### config.mk
export PLATFORM = sky130hd
export DESIGN_NAME = channel_tx_arbiter
export DESIGN_NICKNAME = d
export VERILOG_FILES = /design/src/rtl/channel_tx_arbiter_pkg.sv /design/src/rtl/rr_pick4.sv /design/src/rtl/channel_tx_arbiter.sv
export SDC_FILE = /design/constraint.sdc
export NUM_CORES = 1
export LEC_CHECK = 0
export BUFFER_PORTS_ARGS = -buffer_cell sky130_fd_sc_hd__buf_2
export CORE_UTILIZATION = 50
export CTS_CLUSTER_SIZE = 10
export DETAILED_ROUTE_END_ITERATION = 8
export HOLD_SLACK_MARGIN = 0.06
export PLACE_DENSITY = 0.74
export RECOVER_POWER = 50
export REMOVE_ABC_BUFFERS = 1
export SKIP_CTS_REPAIR_TIMING = 1
export SYNTH_ARGS = -nofsm -noshare
export SYNTH_HDL_FRONTEND = slang
export SYNTH_SLANG_ARGS = --single-unit
### constraint.sdc
create_clock -name clk -period 3.3 [get_ports clk]
set_input_delay 0.825 -clock clk [delete_from_list [all_inputs] [get_ports clk]]
set_output_delay 0.825 -clock clk [all_outputs]
set_load 0.005 [all_outputs]
### src/rtl/channel_tx_arbiter_pkg.sv
// Shared constants and types for the host-link channel transmit arbiter
// and the channel sources feeding it.
package channel_tx_arbiter_pkg;

  localparam int unsigned NUM_SRC = 4;
  localparam logic [7:0] IGNORE_CODE = 8'b000000_11;

  localparam logic [1:0] CHANNEL_0      = 2'b00;
  localparam logic [1:0] CHANNEL_1      = 2'b01;
  localparam logic [1:0] CHANNEL_2      = 2'b10;
  localparam logic [1:0] CHANNEL_TARGET = 2'b11;

  // Largest target-machine select value the sources may present.
  localparam int unsigned SELECT_VALUE_MAX = 20;

  typedef enum logic [1:0] {
    ST_IDLE = 2'd0,
    ST_SEND = 2'd1,
    ST_GAP  = 2'd2
  } state_t;

endpackage

### src/rtl/rr_pick4.sv
// Combinational 4-way round-robin picker; search starts just after ptr
// and wraps, so ptr itself has the lowest priority.
module rr_pick4 (
  input  logic [3:0] pend,
  input  logic [1:0] ptr,
  output logic       any,
  output logic [1:0] win
);

  // Walk from farthest to nearest so the nearest pending source wins.
  always_comb begin
    any = 1'b0;
    win = ptr;
    for (int k = 4; k >= 1; k--) begin
      if (pend[ptr + 2'(k)]) begin
        any = 1'b1;
        win = ptr + 2'(k);
      end
    end
  end

endmodule

### src/rtl/channel_tx_arbiter.sv
// Change-driven, round-robin arbiter sharing one command byte stream between
// four channel sources, with a fixed idle gap after every accepted byte.
module channel_tx_arbiter #(
  parameter int unsigned GAP_CYCLES  = 16,
  parameter logic [7:0]  IGNORE_CODE = channel_tx_arbiter_pkg::IGNORE_CODE
) (
  input  logic        clk,
  input  logic        rst_n,
  input  logic [31:0] src_data,
  input  logic [3:0]  src_en,
  output logic [7:0]  tx_data,
  output logic        tx_valid,
  input  logic        tx_ready,
  output logic [1:0]  grant,
  output logic        busy
);
  import channel_tx_arbiter_pkg::*;

  localparam int GW = (GAP_CYCLES < 2) ? 1 : $clog2(GAP_CYCLES + 1);

  logic [NUM_SRC-1:0][7:0] src_w;
  logic [NUM_SRC-1:0][5:0] last_val;
  logic [NUM_SRC-1:0]      sent;
  logic [NUM_SRC-1:0]      pend;
  logic [1:0]              ptr;
  logic [1:0]              win;
  logic                    any;
  logic                    hs;
  logic [GW-1:0]           gap_cnt;
  state_t                  state, state_d;

  assign src_w = src_data;
  assign hs    = tx_valid && tx_ready;
  assign busy  = (state != ST_IDLE);

  // A source is pending only while its value differs from what was last sent.
  for (genvar i = 0; i < NUM_SRC; i++) begin : g_pend
    assign pend[i] = src_en[i] && (src_w[i] != IGNORE_CODE) &&
                     (!sent[i] || (src_w[i][7:2] != last_val[i]));
  end

  rr_pick4 u_pick (
    .pend (pend),
    .ptr  (ptr),
    .any  (any),
    .win  (win)
  );

  always_ff @(posedge clk or negedge rst_n) begin
    if (!rst_n) state <= ST_IDLE;
    else        state <= state_d;
  end

  always_comb begin
    state_d = state;
    unique case (state)
      ST_IDLE: if (any) state_d = ST_SEND;
      ST_SEND: if (hs)  state_d = (GAP_CYCLES == 0) ? ST_IDLE : ST_GAP;
      ST_GAP:  if (gap_cnt == GW'(1)) state_d = ST_IDLE;
      default: state_d = ST_IDLE;
    endcase
  end

  // The offered byte is latched at grant time and is what gets recorded as
  // sent, so a source that moves during SEND is picked up again later.
  always_ff @(posedge clk or negedge rst_n) begin
    if (!rst_n) begin
      tx_data  <= '0;
      tx_valid <= 1'b0;
      grant    <= 2'd3;
      ptr      <= 2'd3;
      gap_cnt  <= '0;
      last_val <= '0;
      sent     <= '0;
    end else begin
      unique case (state)
        ST_IDLE: if (any) begin
          tx_data  <= {src_w[win][7:2], win};
          grant    <= win;
          tx_valid <= 1'b1;
        end
        ST_SEND: if (hs) begin
          last_val[grant] <= tx_data[7:2];
          sent[grant]     <= 1'b1;
          ptr             <= grant;
          tx_valid        <= 1'b0;
          gap_cnt         <= GW'(GAP_CYCLES);
        end
        ST_GAP:  gap_cnt <= gap_cnt - GW'(1);
        default: ;
      endcase
    end
  end

endmodule

### After elaboration in Yosys (flattened, before gate mapping)

Index checks and enable logic that the tools add are counted.

| storage, ports and cells | value |
|---|---|
| output and inout bits | 12 |
| logic and storage cells | 95 |
| input bits | 39 |
| flip-flop bits (word level) | 48 |

| cells by class | value |
|---|---|
| mux-type cells | 31 |
| $add $sub $neg | 4 |
| reductions and logical operators | 27 |
| order comparisons | 7 |
| bitwise gates (word level) | 1 |
| equal/unequal tests | 14 |

Operators by type and width:

| cell | number |
|---|---|
| != test 8 x 2 -> 1 bit, second input constant | 4 |
| bitwise mux 24 bit | 1 |
| != test 6 bit | 4 |
| less-than comparator 2 x 3 -> 1 bit, second input constant | 6 |
| binary-select mux 8 bit (select 2 bit) | 1 |
| demux 6 bit (select 2 bit) | 1 |
| 2-to-1 mux 2 bit | 6 |
| 2-to-1 mux 1 bit | 11 |
| logical AND 1 bit | 10 |
| case mux 5 bit (2 select lines) | 1 |
| binary-select mux 1 bit (select 2 bit) | 4 |
| 2-to-1 mux 8 bit | 1 |
| 2-to-1 mux 6 bit | 1 |
| != test 2 bit, second input constant | 3 |
| case mux 2 bit (3 select lines) | 1 |
| AND reduction 2 bit | 3 |
| AND reduction 3 bit | 2 |
| nonzero test 2 bit | 3 |
| equality test 5 x 1 -> 1 bit, second input constant | 1 |
| 2-to-1 mux 5 bit | 1 |
| subtractor 5 x 1 -> 5 bit, second input constant | 1 |
| adder 2 bit, second input constant | 2 |
| logical NOT 1 bit | 4 |
| logical OR 1 bit | 4 |
| other kinds (8) | 8 |

### Longest topological paths before layout

Gate-level depths: netlist of run 1.

| logic depth | value |
|---|---|
| depth after elaboration | 11 |
| gate-level depth with buffers | 8 |
| gate-level depth less buffers | 7 |

### Hierarchy

Synthesis of run 1 repeated with hierarchy kept, for this count alone.

| unflattened totals | value |
|---|---|
| cell total of the unflattened synthesis | 198 |
| area total of the unflattened synthesis | 2,499.9 um2 |

Modules (own cells, without submodules):

| module | cells an instance | area each (um2) | times used |
|---|---|---|---|
| channel_tx_arbiter | 184 | 2,417.3 | 1 |
| rr_pick4 | 14 | 82.6 | 1 |

### Worst setup path before layout of run 1

Ideal clock, no wire load.

| timing path | value |
|---|---|
| path kind | input-to-reg |
| start point | input src_data[28] |
| end point | register tx_data[0] |
| data required time | 3.175 ns |
| data arrival time | 2.689 ns |
| path slack | 0.486 ns |
| cell stages on the path | 7 |
| path through | or4_1 o41ai_2 a41oi_1 or2_1 o21bai_2 buf_4 mux2_2 |

| on the way | value |
|---|---|
| cells in the longest elaborated chain, start to end | 10 |
| elaborated cells between the ends (all ways) | 21 |

RTL lines:

| what | RTL line | text |
|---|---|---|
| from (decl) | channel_tx_arbiter.sv:9 | `input logic [31:0] src_data,` |
| != test 8 x 2 -> 1 bit or != test 6 bit (tied branches) | channel_tx_arbiter.sv:38, channel_tx_arbiter.sv:39 |  |
| logical AND 1 bit or logical OR 1 bit (tied branches) | channel_tx_arbiter.sv:38, channel_tx_arbiter.sv:39 |  |
| logical AND 1 bit * | channel_tx_arbiter.sv:38 | `assign pend[i] = src_en[i] && (src_w[i] != IGNORE_CODE) &&` |
| binary-select mux 1 bit (select 2 bit) | rr_pick4.sv:15 | `if (pend[ptr + 2'(k)]) begin` |
| 2-to-1 mux 1 bit (implied by the code) | rr_pick4.sv:15 |  |
| 2-to-1 mux 1 bit (4 in a row) | rr_pick4.sv:15 |  |
| AND reduction 2 bit (no line) | -- |  |
| to (signal assigned) | channel_tx_arbiter.sv:78 | `tx_data <= {src_w[win][7:2], win};` |
| to (decl) | channel_tx_arbiter.sv:11 | `output logic [7:0] tx_data,` |

Mark *: on every way between the ends. The rest lies on a longest branch, timed or not. The select of a mux whose other input is x is not followed.
A chain may end at the register's enable or synchronous reset.

### Worst setup path after layout of run 1

| timing path | value |
|---|---|
| start point | input src_data[12] |
| end point | register tx_data[7] |

| on the way | value |
|---|---|
| cells in the longest elaborated chain, start to end | 10 |
| elaborated cells between the ends (all ways) | 23 |

RTL lines:

| what | RTL line |
|---|---|
| != test 8 x 2 -> 1 bit or != test 6 bit (tied branches) | channel_tx_arbiter.sv:38, channel_tx_arbiter.sv:39 |
| logical AND 1 bit or logical OR 1 bit (tied branches) | channel_tx_arbiter.sv:38, channel_tx_arbiter.sv:39 |
| logical AND 1 bit * | channel_tx_arbiter.sv:38 |
| binary-select mux 1 bit (select 2 bit) | rr_pick4.sv:15 |
| 2-to-1 mux 1 bit (implied by the code) | rr_pick4.sv:15 |
| 2-to-1 mux 2 bit or 2-to-1 mux 1 bit (tied branches) (3 in a row) | rr_pick4.sv:15 |
| binary-select mux 8 bit (select 2 bit) or 2-to-1 mux 1 bit (tied branches) | channel_tx_arbiter.sv:78, rr_pick4.sv:15 |
| 2-to-1 mux 8 bit (implied by the code) or AND reduction 2 bit (tied branches) | -- |

Marked as above.

==> metrics.cfg, run 1 <==
[min_path]
min_path_type=flip-flop to flip-flop
min_path_cells=1

[placement]
dp_slack_ns=0.138
dpl.hpwl_um=3940
numPortBuffers=50
gp_congestion=0.845

[detailed_routing]
avgRoutedWirePerCell_um=15.1
vias=1811
viasPerCell=5.39
drt-pass1-iter-count=4
drtIter0Drc=90
drc=0
wl_um=5070
postRouteAntennaNets=0

[worst_setup_path]
cpLargestDelayFamily=simple AND/OR/NAND/NOR gates
worstSetupPathType=input port to flip-flop
crit_path_max_incr_delay_ns=0.54
worstPathBufferInverterCount=1
crit_required_ns=3.47
cp_num_cells=8
crit_path_max_fanout=8
critPathArrivalTime_ns=3.00
worst_setup_path_start_kind=input port
endpoint_kind=flip-flop
crit_path_top_delay_cell=or4_1
r2r_cells=7
crit_chain=buf_2 -> or4_1 -> o41ai_1 -> a41oi_1 -> nand2b_1 -> o21bai_2 -> or2_1 -> o221ai_1

[die]
fp.coreArea_um2=4720
dieHeight_um=72.0
die-area_um2=5190
fp.dieW_um=72.0
initial_core_util_pct=51.9
rows=25
top_level_ports=51

[outcome]
run_status=finished, final reports clean

[global_route]
grt_pass1_vias=1774
grt_pass1_wl_um=8580
antenna_found_initial=0
grt_max_degree=49
grt_remaining_overflow=0
track_usage_pct=21.8

[timing]
period_share_pct=85.9
setup_viol=0
report.final.slew_viol_count=0
max_slew_margin_pct=30.2
fmax_mhz=353
rsz0062_at_grt=no
setup_ws_ns=0.465
fin_crit_ns=2.84
worstMarginPinSlew_ns=1.05
clock_skew_ns=0.00583
hold_violations=0
tns_ns=0

[clocking]
clk_latency_ns=0.30
cts_tree=yes
clk_pin_slew_ns=0.09
cts_buffers=5
h-tree-depth=2
cts_root_buffer=clkbuf_8
cts_sinks=48
clk_path_buf_depth=2

[cells_and_area]
drive_gt1_share_pct=36.8
final_util_pct=61.4
area_delta_synth_final_pct=18.2
nNetsFinal=309
diodes=0

[logic_synthesis]
yosysUniqueCellTypes=42
netlist_area_um2=2450
synth.top_cells.by_area=dfrtp_1, mux2_2, mux2i_1
avgSynthCellArea_um2=11.6
synth-edff-count=0
ys.flop_type=dfrtp_1
yosysTopAreaCell=dfrtp_1
yosys_warnings=0
synth.yosys.seq_area_share_pct=49.2
synth_common_cells=dfrtp_1, mux2_2, nand2_1, xnor2_1, mux2i_1
post-synth-top-count-cell=dfrtp_1
ys_ff_latch=48
post-synth-top-area-fraction_pct=44.9
async_flop_share_pct=100
syn_inst=212

[pwr]
p_per_area_nw_per_um2=847
p_leak_nw=1.31
irDropWorstVdd_mv=0.383

[run]
maxCapViolCount=0

==> final timing paths <==
check,from,endpoint,slack (ns)
worst max-delay path,src_data[12],tx_data[7],0.46
worst min-delay path,sent[3],sent[3],0.48
worst max register to register,last_val[19],tx_data[7],1.10
worst min register to register,sent[3],sent[3],0.48
max in group asynchronous,rst_n,last_val[8],1.95
min in group asynchronous,rst_n,gap_cnt[4],0.71
==> cells by family after synthesis <==
| logic type | Yosys count | synth area share, % |
|---|---|---|
| mux | 38 | 16.8 |
| fa+ha+maj | 2 | 1.02 |
| simple gates | 64 | 13.6 |
| flops | 48 | 49.2 |
| xor+xnor | 24 | 8.58 |
| compound gates | 27 | 8.83 |
| buf+inv | 9 | 1.89 |
==> placed cells by master (no fill, tap or decap), types with 2 or more instances in the layout <==
cell type	instances
o21ai_0	6
mux2_2	26
nor2_1	7
xor2_1	11
inv_1	3
buf_4	5
or4_1	3
a22oi_1	2
a21oi_1	2
xnor2_1	13
a41oi_1	2
nand3_1	7
nor4_1	2
o221ai_1	6
or2_2	4
nand4_1	4
ha_1	2
or2_1	2
clkbuf_8	5
buf_2	49
dfstp_2	4
nand2b_1	4
dfrtp_1	44
nor3_1	6
nand2_1	19
mux2i_1	12
==> sequential cells by signal, indices dropped and copies added (netlist names) <==
register  count
grant         2
last_val     24
tx_valid      1
ptr           2
state         2
sent          4
gap_cnt       5
tx_data       8
==> worst reg2reg max path, stage by stage (launching register included) <==
cell,delay [ns]
dfrtp_1,0.40
xor2_1,0.15
nor3_1,0.19
a41oi_1,0.23
or2_1,0.33
o21bai_2,0.30
or2_1,0.30
o221ai_1,0.17
==> cell type report <==
cell class | instances | area [um^2]
Fill cell | 399 | 1830
Multi-Input combinational cell | 155 | 1200
Clock inverter | 3 | 42.5
Timing Repair Buffer | 55 | 287
Inverter | 3 | 11.3
Tap cell | 67 | 83.8
Clock buffer | 5 | 68.8
Sequential cell | 48 | 1210
==> metal layers <==
metal / up-vias / part of all wire (%) / global-route usage, %
li1: 888 / - / -
met1: 881 / 50 / 32.0
met4: 0 / 1.4 / 6.97
met2: 35 / 46 / 33.0
met3: 7 / 3.2 / 4.17
met5: - / 0 / 0
==> stage by stage <==
step	hold slack, ns	cells	power, mW	cell area [um^2]
final	0.480	336	2.46	2900
after detailed placement	0.459	328	2.05	2790
after global routing	0.500	336	2.64	2900
after global placement	0.450	328	2.03	2790
after CTS	0.480	336	2.47	2900
after floorplan	0.434	206	1.71	2420
==> report_power, final <==
part           internal [mW]  leakage, nW  switching (mW)  total [mW]
sequential             0.871        0.580           0.252        1.12
clock                  0.224       0.0541           0.199       0.423
combinational          0.501        0.680           0.408       0.909
No activity file was read; power rests on OpenSTA's default activity.
==> run 2: changes to the inputs <==
--- a/config.mk
+++ b/config.mk
@@ -12,3 +12,3 @@
 export HOLD_SLACK_MARGIN = 0.06
-export PLACE_DENSITY = 0.74
+export PLACE_DENSITY = 0.84
 export RECOVER_POWER = 50
==> constraint.sdc (replaced) <==
create_clock -name clk -period 3.3 [get_ports clk]
set_input_delay 0.33 -clock clk [delete_from_list [all_inputs] [get_ports clk]]
set_output_delay 0.33 -clock clk [all_outputs]
set_load 0.005 [all_outputs]
==> run 2 against run 1 <==
Net effect:
- the flow now finishes with violations (max-capacitance violations, max-slew violations)
- clock power grew 9.7%
- register-to-register slack lost 0.44 ns
- final area shrank 0.26%
- wire length grew 8.0%
- via count grew 2.8%
- combinational power shrank 0.6%
- sequential cell count is the same
- global-route usage grew 1.3 points
- maximum frequency grew 7.6%
- count of clock-buffer cells in the layout grew 2
- critical endpoint is now tx_data[6]
- largest cell class unchanged
- sequential share of layout area grew 0.11 points
- largest power group unchanged
- hold slack lost 0.24 ns
==> metrics.cfg, run 2 (same netlist as run 1, synthesis figures left out) <==
[pwr]
irDropWorstVdd_mv=0.363
p_per_area_nw_per_um2=865
p_leak_nw=1.31

[timing]
setup_viol=0
fin_crit_ns=2.64
clock_skew_ns=0.0118
hold_violations=0
worstMarginPinSlew_ns=2.49
tns_ns=0
max_slew_margin_pct=-66.1
period_share_pct=79.9
fmax_mhz=379
rsz0062_at_grt=no
report.final.slew_viol_count=49

[worst_setup_path]
crit_path_top_delay_cell=o211ai_2
worst_setup_path_start_kind=flip-flop
endpoint_kind=flip-flop
r2r_cells=7
worstSetupPathType=flip-flop to flip-flop
crit_path_max_fanout=14
crit_required_ns=3.48
critPathArrivalTime_ns=2.81
crit_chain=xnor2_1 -> nand4_1 -> o211ai_1 -> a22oi_1 -> o211ai_2 -> mux2i_1 -> o221ai_1
crit_path_max_incr_delay_ns=0.76

[detailed_routing]
drt-pass1-iter-count=4
drc=0
vias=1862
wl_um=5480
postRouteAntennaNets=0
drtIter0Drc=128
viasPerCell=5.59
avgRoutedWirePerCell_um=16.5

[global_route]
antenna_found_initial=0
grt_pass1_vias=1861
grt_max_degree=49
grt_remaining_overflow=0
grt_pass1_wl_um=8850
track_usage_pct=23.1

[cells_and_area]
top_register=last_val
drive_gt1_share_pct=36.1
nNetsFinal=306
area_delta_synth_final_pct=17.9
design_area_um2=2890
reg.largest.list=last_val (24), tx_data (8), gap_cnt (5)
final_common_cell=buf_2
largest_reg_flops=24
diodes=0
layout_common_cells=buf_2, dfrtp_1, mux2_2, nand2_1, xnor2_1

[clocking]
clk_pin_slew_ns=0.09
cts_sinks=48
cts_buffers=5
cts_tree=yes
cts_root_buffer=clkbuf_8
h-tree-depth=2
clk_latency_ns=0.31
clk_path_buf_depth=2

[die]
fp.dieW_um=72.0
top_level_ports=51
fp.coreArea_um2=4720
rows=25
dieHeight_um=72.0
die-area_um2=5190
initial_core_util_pct=51.9

[run]
maxCapViolCount=1

[min_path]
min_path_cells=2
min_path_type=input port to flip-flop

[outcome]
run_status=complete, but fails checks
violations=max-capacitance violations, max-slew violations

[placement]
dpl.hpwl_um=4130
gp_congestion=0.795
place_area_um2=2770
numPortBuffers=50

run 2: worst paths after layout:
path	startpoint	slack (ns)	end
worst min-delay path	tx_ready	0.24	state[0]
worst max-delay path	last_val[0]	0.66	tx_data[6]
max in group asynchronous	rst_n	1.11	last_val[1]
min in group asynchronous	rst_n	0.77	sent[2]
worst min register to register	sent[0]	0.47	sent[0]
worst max register to register	last_val[0]	0.66	tx_data[6]
run 2: stage by stage:
step	power, mW	util, %	instances	setup WS (ns)	hold slack [ns]
after floorplan	1.71	-	206	0.888	0.0344
after global placement	1.99	58.5	325	0.608	0.452
after detailed placement	2.04	58.5	325	0.456	0.457
after CTS	2.51	61.2	333	0.687	0.234
after global routing	2.66	61.2	333	0.527	0.235
final	2.50	61.2	333	0.664	0.236
run 2: where the power goes:
part	total (mW)	switching [mW]	internal [mW]
clock	0.464	0.196	0.267
combinational	0.904	0.421	0.482
sequential	1.13	0.261	0.872
run 2: layout make-up:
cell class	count	area, um^2
Clock buffer	7	96.3
Clock inverter	1	30.0
Fill cell	380	1830
Inverter	3	11.3
Multi-Input combinational cell	155	1200
Sequential cell	48	1210
Tap cell	67	83.8
Timing Repair Buffer	52	264
run 2: metal layers:
metal,vias to the layer above,global-route usage (%),routed length [um]
met5,-,0,0
met3,18,5.83,243
li1,885,-,-
met2,58,36.4,2610
met1,901,29.6,2430
met4,0,12.2,197
run 2: worst max-delay path: cells and delay by family, from the launching register on:
family / cells / cell delay (ns)
AO/OA/AOI/OAI: 4 / 1.49
flip-flops: 1 / 0.41
multiplexers: 1 / 0.31
XOR/XNOR: 1 / 0.18
AND/OR/NAND/NOR: 1 / 0.11
==> run 3: changes to the inputs <==
Settings changed: CORE_UTILIZATION 50 to 49, PLACE_DENSITY 0.84 to 0.86.
Clock period 3.3 ns to 2.4 ns, I/O delays scaled along.
==> run 3 against run 2 <==
Net effect:
- the flow now finishes without violations
- cell count is 3.6% higher
- wire length is 2.3% higher
- sequential share of layout area is 1.1 points lower
- hold slack worse by 0.082 ns
- critical path depth is 1 higher
- clock skew is 0.0066 ns lower
- final area is 2.7% higher
- maximum frequency is 20% higher
- total power is 40% higher
- count of clock-buffer cells in the layout is 2 lower
- combinational power is 47% higher
- register-to-register slack worse by 0.46 ns
==> metrics.cfg, run 3 (same netlist as run 1, synthesis figures left out) <==
[clocking]
cts_sinks=48
clk_path_buf_depth=2
clk_pin_slew_ns=0.09
h-tree-depth=2
cts_tree=yes
cts_root_buffer=clkbuf_8
clk_latency_ns=0.31
cts_buffers=5

[timing]
setup_viol=0
rsz0062_at_grt=no
hold_violations=0
period_share_pct=91.5
worstMarginPinSlew_ns=1.01
fin_crit_ns=2.20
fmax_mhz=455
report.final.slew_viol_count=0
clock_skew_ns=0.00515
whs_ns=0.154
max_slew_margin_pct=32.9

[die]
dieHeight_um=72.7
fp.coreArea_um2=4750
fp.dieW_um=72.7
die-area_um2=5290
top_level_ports=51
initial_core_util_pct=51.6
rows=25

[pwr]
p_comb_share_pct=38.1
p_leak_nw=1.36
p_per_area_nw_per_um2=1180
swShare_pct=35.9
power.share.clock_pct=17.4
p_switching_mw=1.25
p_int_mw=2.24
totalPowerFinal_mw=3.49
p_seq_share_pct=44.6
irDropWorstVdd_mv=0.512

[cells_and_area]
num-fill-cells=387
reg.largest.list=last_val (24), tx_data (8), gap_cnt (5)
area_delta_synth_final_pct=21.1
finalNonFillerCells=345
final_common_cell=buf_2
diodes=0
largest_reg_flops=24
seqCellArea_um2=1210
layout_common_cells=buf_2, dfrtp_1, mux2_2, nand2_1, xnor2_1
top_register=last_val
drive_gt1_share_pct=38.5
multiInputGateArea_um2=1200
nNetsFinal=318

[run]
maxCapViolCount=0

[worst_setup_path]
critPathArrivalTime_ns=2.38
endpoint_kind=flip-flop
worst_setup_path_start_kind=flip-flop
crit_path_max_fanout=8
crit_required_ns=2.58
worstSetupPathType=flip-flop to flip-flop
r2r_cells=8

[placement]
dp_cells=335
gp_congestion=0.841
dpl.hpwl_um=4300
numPortBuffers=50

[detailed_routing]
avgRoutedWirePerCell_um=16.2
vias=1904
wl_um=5610
postRouteAntennaNets=0
drtIter0Drc=135
drc=0
drt-pass1-iter-count=4
viasPerCell=5.52

[outcome]
run_status=finished, final reports clean

[min_path]
min_path_type=input port to flip-flop
min_path_cells=2

[global_route]
grt_pass1_wl_um=9180
track_usage_pct=23.3
grt_remaining_overflow=0
grt_pass1_vias=1960
grt_max_degree=20
antenna_found_initial=0

## run 3: power groups by stage
stage,registers [mW],clock network (mW),logic [mW]
after floorplan,1.46,0,0.895
after global placement,1.54,0,1.26
after detailed placement,1.56,0,1.31
after CTS,1.55,0.615,1.32
after global routing,1.60,0.643,1.47
final,1.55,0.606,1.33
## run 3: layer usage
layer | vias to the layer above | part of all wire [%] | global-route usage, %
li1 | 899 | - | -
met1 | 948 | 45 | 30.6
met2 | 50 | 49 | 38.8
met3 | 7 | 3.9 | 3.45
met4 | 0 | 1.5 | 9.37
met5 | - | 0 | 0
## run 3: cell type report
type                    instances  area share (%)
multi-input cells             155            40.5
clock buffers                   5            2.32
well taps                      67            2.82
clock inverters                 3            1.60
flip-flops and latches         48            40.6
repair buffers                 64            11.8
inverters                       3           0.379
## run 3: path summary, 6_finish.rpt
check,startpoint,slack (ns),endpoint
worst max-delay path,last_val[19],0.20,tx_data[7]
worst min-delay path,tx_ready,0.15,state[0]
worst max register to register,last_val[19],0.20,tx_data[7]
worst min register to register,sent[0],0.48,sent[0]
max in group asynchronous,rst_n,0.62,last_val[1]
min in group asynchronous,rst_n,0.60,gap_cnt[0]
## run 3: through the flow
step | util [%] | setup WS [ns] | setup TNS (ns) | cell area [um^2]
global placement | 59.7 | 0.0370 | 0 | 2840
global route | 62.4 | 0.00949 | 0 | 2970
detailed placement | 59.7 | -0.0501 | -0.272 | 2840
floorplan | - | 0.0779 | 0 | 2420
finish | 62.4 | 0.204 | 0 | 2970
CTS | 62.2 | 0.215 | 0 | 2960
## run 3: critical path: stages (launching register included)
cell      delay [ns]
dfrtp_1         0.40
xor2_1          0.15
nor3_1          0.08
a41oi_1         0.39
a22oi_1         0.19
o211ai_2        0.25
buf_4           0.23
mux2i_1         0.24
o221ai_1        0.14
